===== config.mk =====
export PLATFORM = sky130hd
export DESIGN_NAME = pipelined_add_sub
export DESIGN_NICKNAME = d
export VERILOG_FILES = /design/src/rtl/pipelined_add_sub.sv
export SDC_FILE = /design/constraint.sdc
export NUM_CORES = 1
export LEC_CHECK = 0
export ABC_AREA = 1
export BUFFER_PORTS_ARGS = -buffer_cell sky130_fd_sc_hd__buf_2
export CORE_AREA = 2 2 140 142
export DETAILED_ROUTE_END_ITERATION = 10
export DIE_AREA = 0 0 142 144
export GPL_TIMING_DRIVEN = 0
export HOLD_SLACK_MARGIN = 0.05
export PLACE_DENSITY = 0.73
export SLEW_MARGIN = 15
export SYNTH_ARGS = -nofsm -noshare
export SYNTH_HDL_FRONTEND = slang
export SYNTH_SLANG_ARGS = --single-unit

===== constraint.sdc =====
create_clock -name clk_i -period 1.85 [get_ports clk_i]
set_input_delay 0.2775 -clock clk_i [delete_from_list [all_inputs] [get_ports clk_i]]
set_output_delay 0.2775 -clock clk_i [all_outputs]
set_load 0.05 [all_outputs]

===== src/rtl/pipelined_add_sub.sv =====
// Pipelined WIDTH-bit adder/subtractor: one SEG_W-bit segment per stage, NSEG-cycle latency.
// A valid result not taken downstream freezes every stage and drops ready_o.
module pipelined_add_sub #(
  parameter int WIDTH = 32,
  parameter int SEG_W = 8
) (
  input  logic             clk_i,
  input  logic             rst_ni,
  input  logic             valid_i,
  output logic             ready_o,
  input  logic [WIDTH-1:0] a_i,
  input  logic [WIDTH-1:0] b_i,
  input  logic             sub_i,
  output logic             valid_o,
  input  logic             ready_i,
  output logic [WIDTH-1:0] result_o,
  output logic             cout_o,
  output logic             ovf_o,
  output logic             zero_o,
  output logic             neg_o
);

  localparam int NSEG = WIDTH / SEG_W;

  if (SEG_W < 1 || WIDTH % SEG_W != 0) begin : g_bad_width
    $error("pipelined_add_sub: WIDTH (%0d) must be a multiple of SEG_W (%0d)", WIDTH, SEG_W);
  end

  logic stall;

  assign stall   = valid_o & ~ready_i;
  assign ready_o = ~stall;

  for (genvar k = 0; k < NSEG; k++) begin : g_stage
    // Stage k consumes the lowest remaining operand segment and appends it to the partial sum.
    localparam int UPW = WIDTH - k * SEG_W;
    localparam int DNW = (k + 1) * SEG_W;

    logic [UPW-1:0] a_up;
    logic [UPW-1:0] b_up;
    logic           cin;
    logic           sub_in;
    logic           sa_in;
    logic           sb_in;
    logic           vld_in;
    logic [SEG_W:0] seg;
    logic [DNW-1:0] sum_d;
    logic [DNW-1:0] sum_q;
    logic           vld_q;

    if (k == 0) begin : g_in
      assign a_up   = a_i;
      assign b_up   = b_i ^ {WIDTH{sub_i}};
      assign cin    = sub_i;
      assign sub_in = sub_i;
      assign sa_in  = a_i[WIDTH-1];
      assign sb_in  = b_i[WIDTH-1];
      assign vld_in = valid_i;
      assign sum_d  = seg[SEG_W-1:0];
    end else begin : g_in
      assign a_up   = g_stage[k-1].g_fwd.a_q;
      assign b_up   = g_stage[k-1].g_fwd.b_q;
      assign cin    = g_stage[k-1].g_fwd.carry_q;
      assign sub_in = g_stage[k-1].g_fwd.sub_q;
      assign sa_in  = g_stage[k-1].g_fwd.sa_q;
      assign sb_in  = g_stage[k-1].g_fwd.sb_q;
      assign vld_in = g_stage[k-1].vld_q;
      assign sum_d  = {seg[SEG_W-1:0], g_stage[k-1].sum_q};
    end

    assign seg = {1'b0, a_up[SEG_W-1:0]} + {1'b0, b_up[SEG_W-1:0]} + {{SEG_W{1'b0}}, cin};

    always_ff @(posedge clk_i) begin
      if (!rst_ni) begin
        vld_q <= 1'b0;
        sum_q <= '0;
      end else if (!stall) begin
        vld_q <= vld_in;
        sum_q <= sum_d;
      end
    end

    if (k < NSEG - 1) begin : g_fwd
      logic [UPW-SEG_W-1:0] a_q;
      logic [UPW-SEG_W-1:0] b_q;
      logic                 carry_q;
      logic                 sub_q;
      logic                 sa_q;
      logic                 sb_q;

      always_ff @(posedge clk_i) begin
        if (!rst_ni) begin
          a_q     <= '0;
          b_q     <= '0;
          carry_q <= 1'b0;
          sub_q   <= 1'b0;
          sa_q    <= 1'b0;
          sb_q    <= 1'b0;
        end else if (!stall) begin
          a_q     <= a_up[UPW-1:SEG_W];
          b_q     <= b_up[UPW-1:SEG_W];
          carry_q <= seg[SEG_W];
          sub_q   <= sub_in;
          sa_q    <= sa_in;
          sb_q    <= sb_in;
        end
      end
    end else begin : g_out
      logic cout_q;
      logic ovf_q;
      logic zero_q;
      logic neg_q;
      logic rsign;
      logic ovf_d;

      // Overflow uses the original B sign, so subtract checks for differing operand signs.
      assign rsign = sum_d[WIDTH-1];
      assign ovf_d = sub_in ? ((sa_in ^ sb_in) & (rsign ^ sa_in))
                            : (~(sa_in ^ sb_in) & (rsign ^ sa_in));

      always_ff @(posedge clk_i) begin
        if (!rst_ni) begin
          cout_q <= 1'b0;
          ovf_q  <= 1'b0;
          zero_q <= 1'b0;
          neg_q  <= 1'b0;
        end else if (!stall) begin
          cout_q <= seg[SEG_W] ^ sub_in;
          ovf_q  <= ovf_d;
          zero_q <= ~|sum_d;
          neg_q  <= rsign;
        end
      end
    end
  end

  assign valid_o  = g_stage[NSEG-1].vld_q;
  assign result_o = g_stage[NSEG-1].sum_q;
  assign cout_o   = g_stage[NSEG-1].g_out.cout_q;
  assign ovf_o    = g_stage[NSEG-1].g_out.ovf_q;
  assign zero_o   = g_stage[NSEG-1].g_out.zero_q;
  assign neg_o    = g_stage[NSEG-1].g_out.neg_q;

endmodule


==> flow_summary_export.csv <==
group,metric,value,unit
drt,via_count,7615,
logic_synthesis,synth.top_cell.area_share,46.04,%
drt,drc_errors,0,
clocking,numCtsBuffers,17,
finish,post-route-util,52.08,%
logic_synthesis,yosys_warnings,0,
setup_path,worst-path-max-fanout,2,
clocking,root_buffer,"clkbuf_16",
sta,finalClockSkew,0.01166,ns
global_routing,antenna_found_initial,0,
finish,final_layout_size_suffix_gt1_share,17.97,%
finish,layout_commonest_cell,"nor2_1",
min_path,hold_path_class,"primary input to flip-flop",
sta,period_share,106.8,%
die,core,0.01908,mm2
setup_path,cp-start-kind,"flip-flop",
logic_synthesis,synth_edf_count,0,
place,gp_congestion,0.8874,
setup_path,r2r_cells,9,
sta,relSlewSlack,62.99,%
drt,wl,22940,um
global_routing,grt_max_degree,20,
logic_synthesis,synth.ff_latch_count,192,
drt,via_per_inst,5.209,
sta,fmax,506.1,MHz
global_routing,grt_use_total,22.78,%
die,dieArea,0.02045,mm2
finish,final_net_count,1315,
logic_synthesis,synthSimpleGateAreaFrac,16.43,%
setup_path,crit_type,"flip-flop to flip-flop",
sta,rsz0062_at_grt,"yes",
logic_synthesis,synth_top_area_cell,"dfxtp_1",
logic_synthesis,synth_compound_area_share,19.27,%
logic_synthesis,avgSynthCellArea,7.708,um2
drt,first_pass_iters,5,
sta,hold_viol,0,
finish,final_cell_mix,"nor2_1 (192), dfxtp_1 (187), o21ai_0 (180)",
logic_synthesis,netlist_instances,1083,
place,pre_cts_slack,-0.2378,ns
die,io_pins,107,
power_and_ir_drop,total_power,0.009735,W
clocking,cts.sinks,192,
finish,diodes,0,
die,rows,51,
power_and_ir_drop,peakVddDrop,0.6457,mV
sta,fin_crit,1.976,ns
power_and_ir_drop,leakagePower,4.573,nW
sta,worst_slack,-0.1261,ns
finish,fin_cells,1462,
logic_synthesis,syn-cell-area,0.008348,mm2
drt,drtIter0Drc,645,
die,start_util,43.75,%
drt,wl_per_cell,15.69,um
clocking,clock_latency,0.43,ns
logic_synthesis,synthMuxAreaShare,0,%
global_routing,grt.overflow.total,0,
finish,multi_input_area,0.003979,mm2
logic_synthesis,synth_area_leaders,"dfxtp_1 (46%), o21ai_0 (11%), nor2_1 (8.7%)",
sta,tightestPinTransition,0.5551,ns
logic_synthesis,ys_seq_area_share,46.04,%
logic_synthesis,yosys.area_share.adder,5.875,%
clocking,clk_pin_slew,0.07,ns
setup_path,crit_arrival,2.34,ns
logic_synthesis,synth-xor-area-share,4.616,%
logic_synthesis,synth_nets,1187,
global_routing,grt_pass1_vias,7019,
min_path,hold_depth,3,
run_status,violations,"setup timing",
die,die_x,142,um
global_routing,grt_pass1_wl,35960,um
clocking,ctsHtreeMaxLevel,4,
logic_synthesis,ys.flop_type,"dfxtp_1",
sta,slew_viol_final,0,
clocking,cts_hold_buf,0,
run,maxCapViolations,0,
finish,final-seq-area,0.003850,mm2
logic_synthesis,synth.distinct_cells,31,
finish,area_growth,19.03,%
die,die_h,144,um
sta,setup_viol,4,
run_status,outcome,"finished with violations",
clocking,cts_buffer_depth,2,
setup_path,worstPathRequired,2.21,ns
place,port_buffers,104,
finish,fillers,1835,
place,dp_hpwl,16930,um
sta,setup-tns-final,-0.1560,ns
logic_synthesis,async_flop_share,0,%
place,place_inst,1425,
logic_synthesis,synth_top_family_by_area,"compound AO/OA/AOI/OAI gates",
setup_path,critPathCaptureType,"flip-flop",
drt,postRouteAntennaNets,0,
power_and_ir_drop,powerDensity,979.7,mW/mm2
clocking,cts_tree,"built",
[Yosys cell counts, types with 2 or more instances]
| cell type | n |
|---|---|
| nand2_2 | 2 |
| dfxtp_1 | 192 |
| o21bai_1 | 10 |
| buf_4 | 3 |
| nand2_1 | 102 |
| xor2_1 | 16 |
| o211ai_1 | 5 |
| nand3_1 | 29 |
| or2_2 | 2 |
| o311ai_0 | 3 |
| xnor2_1 | 28 |
| nor3_1 | 4 |
| o21ai_0 | 180 |
| ha_1 | 28 |
| buf_2 | 29 |
| nor2_1 | 193 |
| nand2b_1 | 3 |
| fa_1 | 7 |
| nand4_1 | 6 |
| buf_1 | 2 |
| clkbuf_1 | 33 |
| inv_1 | 92 |
| a21oi_1 | 106 |
[per-layer routing]
layer	global-route usage, %	up-vias	part of all wire, %
li1	-	3796	-
met1	30.06	3475	45
met2	35.09	275	44
met3	4.901	69	6.4
met4	12.05	0	5.0
met5	0	-	0
[state kept, by name, summed over array words and instances, names as in the netlist]
name                   cells
zero_o                     1
valid_o                    1
g_stage.g_fwd.sub_q        3
g_stage.sum_q             48
g_stage.g_fwd.carry_q      3
g_stage.g_fwd.sb_q         3
ovf_o                      1
g_stage.g_fwd.b_q         48
g_stage.vld_q              3
cout_o                     1
result_o                  32
g_stage.g_fwd.a_q         48
[cell type report]
class                           instances  area share [%]
Tap cell                              238           2.997
Buffer                                 66           3.211
Timing Repair Buffer                  110           5.754
Inverter                               93           3.513
Multi-Input combinational cell        731           40.04
Sequential cell                       192           38.74
Clock buffer                           19           4.457
Clock inverter                         13           1.284
[cell families (layout without fill, tap and decap cells)]
family / Yosys count / after routing
AOI/OAI and AO/OA: 309 / 309
and+or+nand+nor: 343 / 343
buffers and inverters: 160 / 301
DFF: 192 / 192
xor gates and xnor gates: 44 / 44
adders and majority gates: 35 / 35
[repair_timing]
action,CTS,global route
buffers inserted,1,5
gates resized for setup,20,25
endpoints found under the setup margin,5,11
pin swaps,8,17
[where the power goes]
group          internal, W  switching [W]
Combinational     0.000553       0.000959
Sequential         0.00445       0.000186
Clock              0.00192        0.00166
Total              0.00693        0.00281
[final timing paths]
path                                                from                       end  slack, ns
worst min-delay path                             a_i[13]   g_stage[0].g_fwd.a_q[5]       0.07
worst min register to register  g_stage[0].g_fwd.b_q[18]  g_stage[1].g_fwd.b_q[10]       0.45
worst max register to register   g_stage[2].g_fwd.a_q[0]                    zero_o      -0.13
worst max-delay path             g_stage[2].g_fwd.a_q[0]                    zero_o      -0.13
[worst max-delay path: stages (launching register included)]
cell and delay (ns):
dfxtp_2 0.35, fa_2 0.23, inv_2 0.05, fa_2 0.55
nand4_1 0.11, nor2_1 0.11, nand3_1 0.12, nor2_2 0.11
nand4_1 0.13, a21oi_1 0.15
[metrics by stage]
step	cell area [um2]	hold WS, ns
floorplan	8397	0.4124
detailed placement	9215	0.4394
global route	9937	0.06171
global placement	9215	0.4328
CTS	9848	0.05860
finish	9937	0.06646
Note: power is estimated with default switching activity, not from simulation.
